File: config.mk
export PLATFORM = sky130hd
export DESIGN_NAME = note_display_ctrl
export DESIGN_NICKNAME = d
export VERILOG_FILES = /design/src/rtl/note_display_ctrl.sv
export SDC_FILE = /design/constraint.sdc
export NUM_CORES = 1
export LEC_CHECK = 0
export CAP_MARGIN = 15
export CORE_MARGIN = 3
export CORE_UTILIZATION = 50
export CTS_CLUSTER_DIAMETER = 200
export DETAILED_ROUTE_END_ITERATION = 10
export GPL_TIMING_DRIVEN = 1
export PLACE_DENSITY_LB_ADDON = 0.2
export SLEW_MARGIN = 40
export SYNTH_ARGS = -nofsm -noshare
export SYNTH_HDL_FRONTEND = slang
export SYNTH_SLANG_ARGS = --single-unit
File: constraint.sdc
create_clock -name clk -period 2 [get_ports clk]
set_input_delay 0.3 -clock clk [delete_from_list [all_inputs] [get_ports clk]]
set_output_delay 0.3 -clock clk [all_outputs]
set_load 0.05 [all_outputs]
File: src/rtl/note_display_ctrl.sv
// Note glyph display controller: queues note requests and sequences the display stage (clear/load, then draw).
// Optional macro NOTE_DISP_FILTER_EN discards strobes whose note code is outside 1..12.
module note_display_ctrl #(
    parameter logic [7:0] X_POS       = 8'd20,
    parameter logic [6:0] Y_POS       = 7'd50,
    parameter int         HOLD_CYCLES = 512,
    parameter int         DRAW_CYCLES = 512,
    parameter int         INIT_CYCLES = 19328
) (
    input  logic       clk,
    input  logic       reset,
    input  logic [3:0] note_in,
    input  logic [1:0] octave_in,
    input  logic       note_valid,
    output logic [3:0] note,
    output logic [1:0] octave,
    output logic       ld_note,
    output logic [7:0] x,
    output logic [6:0] y,
    output logic [2:0] colour,
    output logic       busy,
    output logic       fifo_full,
    output logic       drop
);

    typedef enum logic [2:0] {S_INIT, S_IDLE, S_SETUP, S_LOAD, S_DRAW} state_t;

    localparam logic [14:0] INIT_LD = 15'(INIT_CYCLES - 1);
    localparam logic [14:0] HOLD_LD = 15'(HOLD_CYCLES - 1);
    localparam logic [14:0] DRAW_LD = 15'(DRAW_CYCLES - 1);

    state_t      r_state, w_state_nxt;
    logic [14:0] r_cnt, w_cnt_nxt;

    logic [5:0]  r_mem [4];
    logic [1:0]  r_wr_ptr, r_rd_ptr;
    logic [2:0]  r_count;
    logic [3:0]  r_note;
    logic [1:0]  r_octave;
    logic [2:0]  r_colour;
    logic        r_drop;

    logic        w_code_ok, w_pop, w_push, w_full;
    logic [5:0]  w_head;
    logic [2:0]  w_colour;

`ifdef NOTE_DISP_FILTER_EN
    assign w_code_ok = (note_in != 4'd0) && (note_in <= 4'd12);
`else
    assign w_code_ok = 1'b1;
`endif

    assign w_full = (r_count == 3'd4);
    assign w_head = r_mem[r_rd_ptr];
    assign w_pop  = (r_state == S_IDLE) && (r_count != 3'd0);
    // A pop on the same edge frees a slot, so a strobe into a full FIFO still lands.
    assign w_push = note_valid && w_code_ok && (!w_full || w_pop);

    always_comb begin
        w_colour = 3'b000;
        case (w_head[5:4])
            2'd0: w_colour = 3'b100;
            2'd1: w_colour = 3'b010;
            2'd2: w_colour = 3'b001;
            2'd3: w_colour = 3'b111;
            default: w_colour = 3'b000;
        endcase
    end

    always_comb begin
        w_state_nxt = r_state;
        w_cnt_nxt   = r_cnt;
        case (r_state)
            S_INIT: begin
                if (r_cnt == 15'd0) w_state_nxt = S_IDLE;
                else                w_cnt_nxt   = r_cnt - 15'd1;
            end
            S_IDLE: begin
                if (w_pop) w_state_nxt = S_SETUP;
            end
            S_SETUP: begin
                w_state_nxt = S_LOAD;
                w_cnt_nxt   = HOLD_LD;
            end
            S_LOAD: begin
                if (r_cnt == 15'd0) begin
                    w_state_nxt = S_DRAW;
                    w_cnt_nxt   = DRAW_LD;
                end else begin
                    w_cnt_nxt = r_cnt - 15'd1;
                end
            end
            S_DRAW: begin
                if (r_cnt == 15'd0) w_state_nxt = S_IDLE;
                else                w_cnt_nxt   = r_cnt - 15'd1;
            end
            default: begin
                w_state_nxt = S_INIT;
                w_cnt_nxt   = INIT_LD;
            end
        endcase
    end

    always_ff @(posedge clk) begin
        if (!reset) begin
            r_state  <= S_INIT;
            r_cnt    <= INIT_LD;
            r_wr_ptr <= 2'd0;
            r_rd_ptr <= 2'd0;
            r_count  <= 3'd0;
            r_note   <= 4'd0;
            r_octave <= 2'd0;
            r_colour <= 3'b000;
            r_drop   <= 1'b0;
        end else begin
            r_state <= w_state_nxt;
            r_cnt   <= w_cnt_nxt;
            r_drop  <= note_valid && !w_push;
            if (w_push) r_wr_ptr <= r_wr_ptr + 2'd1;
            if (w_pop) begin
                r_rd_ptr <= r_rd_ptr + 2'd1;
                r_note   <= w_head[3:0];
                r_octave <= w_head[5:4];
                r_colour <= w_colour;
            end
            case ({w_push, w_pop})
                2'b10:   r_count <= r_count + 3'd1;
                2'b01:   r_count <= r_count - 3'd1;
                default: r_count <= r_count;
            endcase
        end
    end

    always_ff @(posedge clk) begin
        if (reset && w_push) r_mem[r_wr_ptr] <= {octave_in, note_in};
    end

    assign note      = r_note;
    assign octave    = r_octave;
    assign colour    = r_colour;
    assign ld_note   = (r_state == S_LOAD);
    assign busy      = (r_state != S_IDLE);
    assign fifo_full = w_full;
    assign drop      = r_drop;
    assign x         = X_POS;
    assign y         = Y_POS;

endmodule

-- Word level (Yosys, flattened, before mapping)
Memories as Yosys holds them, arrays and structs flattened. A register that Yosys moved wholly into a read port is not among the register bits.
Index checks and enable logic that the tools add are counted.
Widths: inputs -> output; s select.
- memory bits (writable): 24
- memories: 1
- bits of input ports: 9
- memory bits (read-only): 0
- latch bits: 0
- output and inout port bits: 28
- register bits: 35
- reductions and logical operators: 15
- $mul: 0
- $add $sub $neg: 5
- muxes and demuxes: 13
- bitwise operators: 1
- eq/ne operators: 15
- $lt $le $gt $ge: 0
- shift-type cells: 0
- divide/modulo/power cells: 0
- memories (memory ; depth ; bits a word ; read ports ; clocked after memory_dff ; wr ports ; line ; RTL):
    r_mem ; 4 ; 6 ; 1 ; 1 ; 1 ; 35 ; logic [5:0] r_mem [4];
- operators by type and width (operator ; count):
    $pmux 15 s4 ; 1
    $mux 15 ; 2
    $pmux 3 s4 ; 2
    $logic_not 15->1 ; 1
    $sub 15x1->15 const B ; 1
    $mux 3 ; 3
    $eq 2x2->1 const B ; 3
    $eq 3x2->1 const B ; 2
    $eq 3x3->1 const B ; 2
    $pmux 3 s2 ; 1
    $add 2x1->2 const B ; 2
    $eq 2x1->1 const B ; 2
    $logic_and 1x1->1 ; 4
    $mux 2 ; 2
    $ne 2x1->1 const B ; 2
    $ne 2x2->1 const B ; 2
    $add 3x1->3 const B ; 1
    $eq 3x1->1 const B ; 1
    $logic_not 3->1 ; 1
    $ne 3x1->1 const B ; 1
    $reduce_and 3->1 ; 1
    $reduce_bool 3->1 ; 1
    $sub 3x1->3 const B ; 1
    $logic_not 1->1 ; 2
    7 further kinds ; 8

-- Logic depth before layout (Yosys ltp)
- word-level depth: 7
- depth in mapped cells: 8
- gate-level depth less buffers: 7

-- Worst setup path after synthesis
No wires, ideal clock.
- kind: register to register
- start point: register r_state[2]
- end point: memory r_mem[0][0] (enable)
- data required time: 1680 ps
- buffers on the path: 1
- period minus slack after synthesis: 2236 ps
- arrival time: 1915 ps
- setup time: 320 ps
- cell stages (with the launch flop): 6
- setup slack: -236 ps
- cell sequence: dfxtp_1 > buf_2 > nor3b_4 > clkinv_1 > a21oi_1 > and2_1
- word-level cells in the longest chain between the ends: 7
- RTL lines (item ; line ; RTL):
    start, declared ; 32 ; state_t r_state, w_state_nxt;
    start signal, assigned ; 116 ; r_state <= w_state_nxt;
    $eq 3x1->1 ; 55 ; assign w_pop = (r_state == S_IDLE) && (r_count != 3'd0);
    $logic_and 1x1->1 ; 55 ;
    $logic_or 1x1->1 ; 57 ; assign w_push = note_valid && w_code_ok && (!w_full || w_pop);
    $logic_and 1x1->1 ; 57 ;
    $logic_and 1x1->1 ; 135 ; if (reset && w_push) r_mem[r_wr_ptr] <= {octave_in, note_in};
    $mux 1 ; 135 ;
    $mux 1 (not written as such) ; 135 ;
    end, declared ; 35 ;
No other way between the ends.

-- Worst setup path in the final report
- start point: register r_count[0]
- end point: register r_count[1]
- word-level cells in the longest chain between the ends: 6
- RTL lines (item ; line ; RTL):
    start, declared ; 37 ; logic [2:0] r_count;
    start signal, assigned ; 127 ; 2'b10: r_count <= r_count + 3'd1;
    start signal, assigned ; 128 ; 2'b01: r_count <= r_count - 3'd1;
    start signal, assigned ; 129 ; default: r_count <= r_count;
    $eq 3x3->1 / $reduce_bool 3->1 (equally long branches) ; 53, 55 ;
    $logic_not 1->1 / $logic_and 1x1->1 (equally long branches) ; 57, 55 ;
    $logic_or 1x1->1 ; 57 ;
    $logic_and 1x1->1 ; 57 ;
    $eq 2x1->1 / $eq 2x2->1 (equally long branches) ; 126 ; case ({w_push, w_pop})
    $pmux 3 s2 / $reduce_bool 2->1 (equally long branches) ; n/a ;
Parallel ways exist; a longest one is shown, timed or not.
A chain may end at the register's enable or synchronous reset.

==> reports/metrics.csv <==
metric;value;unit
RSZ-0062 raised after global routing;false;
WP depth;6;
CP peak stage delay;0.45;ns
worst slack, placed;0.09579;ns
Finished Core Util;62.27;%
Peak VDD IR;549.8;uV
Detailed Route WL;5.731;mm
initial antenna violation count;0;
Slew Limit Fails;0;
required time worst endpoint;2.29;ns
CP endpoint kind;flop;
DRT iter0 DRCs;97;
Die Y-Extent;82.43;um
area of the mapped netlist;2920;um2
status;completed;
Filler Cells Inserted;453;
largest net degree at the start of global routing;13;
Lkg Pwr;1.300;nW
crit path cell chain;or3_1 -> and2_1 -> nand2_1 -> fa_1 -> nor3b_1 -> a41o_1;
wire per inst;14.29;um
GRT Util Overall;19.28;%
synthesis-stage register bit count;60;
DP HPWL;4.294;mm
Clock Sinks;60;
PwrDens;713.4;nW/um2
Final Net Count;342;
fin area;3471;um2
Ant. Diodes;0;
final worst setup slack;0.1243;ns
global-route wire length before repair;9.742;mm
CP Class;flop to flop;
IO buf count;21;
Flop pwr share;53.2;%
TNS Setup;0;ns
vias in the first global route;2139;
Placed Area;3289;um2
Die ar.;6794;um2
crit share post-route;93.79;%
delay-heaviest family, CP;simple AND/OR/NAND/NOR gates;
post-layout minimum cycle time;1.876;ns
hold depth;2;
placeable core area;5574;um2
Pre-antenna DRT Iters;4;
TritonCTS clock tree;yes;
H-tree depth;3;
Ys Warns;0;
setup bufs post-CTS;0;
synthesis-to-finish area growth;18.85;%
ANT nets after route;0;
clock share of power;38.7;%
Cell Int Power;1.820;mW
clock skew;0.009644;ns
number of enable flip-flop cells after synthesis;24;
Worst EP arrival;2.16;ns
Fin. Hold Viols;0;
Sw Share;26.52;%
CP startpoint kind;flop;
clock root cell;clkbuf_8;
critical path fanouts, max;4;
CTS clock-pin slew for the worst setup and hold paths;0.07;ns
Residual DRC;0;
vias per inst;5.456;
NetSw;656.6;uW
commonest non-fill, non-tap cell in the layout;dfxtp_1;
Hold Crit Class;flop to flop;
slowest CP cell;or3_1;
Overflow after GRT;0;
RePlAce Congestion;0.8874;
Vias;2188;
cts bufs inserted;9;
Synth async-reset ratio;0;%
Reg2Reg Depth;6;
Hold-fix buffers, CTS;0;
max cap viols;0;
syn avg cell area;10.32;um2
Cells after Synth;283;
Top Ports;37;
Die Wd;82.43;um
Bufs and invs on worst path;0;
f_max;533.1;MHz
final setup violation count;0;
library cells used by synthesis;58;
Worst-Skew Late Latency;0.34;ns
commonest non-fill, non-tap cells in the layout;dfxtp_1, nand2_1, edfxtp_1;
Max clock buf depth;2;
register area share after synthesis;49.36;%
power share of the combinational group;8.1;%
Starting Density;52.39;%
Primary FF master, synth;dfxtp_1;
Row Count;27;
share of layout cells above drive strength 1;19.15;%
[cell families (layout without fill, tap and decap cells)]
| logic type | after synthesis | after routing | synth area share (%) |
|---|---|---|---|
| AND/OR/NAND/NOR | 107 | 107 | 19.45 |
| flip-flops | 60 | 60 | 49.36 |
| other | 2 | 15 | 0.2572 |
| multiplexers | 11 | 11 | 6.384 |
| AO/OA/AOI/OAI | 51 | 51 | 11.78 |
| buffers and inverters | 38 | 71 | 7.155 |
| XOR/XNOR | 5 | 5 | 1.500 |
| adder cells (fa/ha/maj) | 9 | 9 | 4.113 |
[what timing repair did]
action	in CTS	in global routing
gates resized for setup	0	2
endpoints found under the hold margin	0	0
setup endpoints to repair	0	7
[registers in the layout (all words and copies together), names as in the netlist, named ones only]
register,count
colour,2
drop,1
note,4
octave,2
r_cnt,15
r_count,3
r_mem,24
r_rd_ptr,2
r_state,3
r_wr_ptr,2
[metrics by stage]
stage	instances	hold WS [ns]	total power [mW]
after global placement	385	0.4485	1.542
after detailed placement	385	0.4463	1.545
final	401	0.4552	2.476
after floorplan	296	0.3989	1.513
after global routing	401	0.4832	2.587
after CTS	401	0.4561	2.503
[path summary, 6_finish.rpt]
path / slack, ns / start / endpoint
worst max-delay path: 0.12 / r_count[0] / r_count[1]
worst min register to register: 0.46 / octave[1] / octave[1]
worst min-delay path: 0.46 / octave[1] / octave[1]
worst max register to register: 0.12 / r_count[0] / r_count[1]
[worst min-delay path, cell delays in order, from the launching register on]
cell     delay, ns
dfxtp_1       0.31
nand2_1       0.05
a21oi_1       0.05
[layer usage]
metal	GRT usage [%]	vias to the layer above	wire length (um)
met5	0	-	0
met4	9.635	0	131
met3	5.857	18	302
met2	31.09	62	2726
met1	23.30	1029	2572
li1	-	1079	-
[Yosys cell counts, types with 2 or more instances]
| library cell | number | area share, % |
|---|---|---|
| inv_1 | 11 | 1.4 |
| clkbuf_1 | 7 | 0.90 |
| nand4_1 | 7 | 1.5 |
| nand3_1 | 8 | 1.4 |
| a41o_1 | 2 | 0.69 |
| and2_1 | 5 | 1.1 |
| mux2i_1 | 4 | 1.4 |
| buf_2 | 2 | 0.34 |
| dfxtp_1 | 36 | 25 |
| nand2_1 | 33 | 4.2 |
| nor3_1 | 12 | 2.1 |
| nor3b_1 | 2 | 0.51 |
| nor2b_1 | 2 | 0.43 |
| a211oi_1 | 2 | 0.51 |
| nand2_2 | 2 | 0.43 |
| o21ai_0 | 5 | 0.86 |
| o21ai_2 | 2 | 0.60 |
| buf_4 | 17 | 4.4 |
| o21ai_1 | 2 | 0.34 |
| edfxtp_1 | 24 | 25 |
| nand2b_1 | 5 | 1.1 |
| o311ai_0 | 3 | 0.90 |
| or3_1 | 4 | 0.86 |
| a31oi_1 | 3 | 0.64 |
| ha_1 | 8 | 3.4 |
| mux4_2 | 6 | 4.6 |
| o22ai_1 | 2 | 0.43 |
| nor2_1 | 16 | 2.1 |
| a21oi_1 | 17 | 2.9 |
| xnor2_1 | 4 | 1.2 |
| conb_1 | 2 | 0.26 |
| o21a_1 | 2 | 0.51 |
[area by class of cell]
cell class | count | area, um2 | share of cell area [%]
Clock buffer | 9 | 123.9 | 3.569
Clock inverter | 7 | 51.30 | 1.478
Inverter | 12 | 46.29 | 1.334
Multi-Input combinational cell | 198 | 1324 | 38.14
Sequential cell | 60 | 1443 | 41.56
Tap cell | 72 | 90.09 | 2.596
Timing Repair Buffer | 43 | 392.9 | 11.32
[power groups by stage]
stage	Clock, mW	Combinational [mW]	Sequential (mW)
CTS	0.984	0.201	1.32
detailed placement	0	0.200	1.35
global route	1.05	0.221	1.32
global placement	0	0.198	1.34
floorplan	0	0.173	1.34
finish	0.958	0.201	1.32
(Power assumes the default switching activity.)
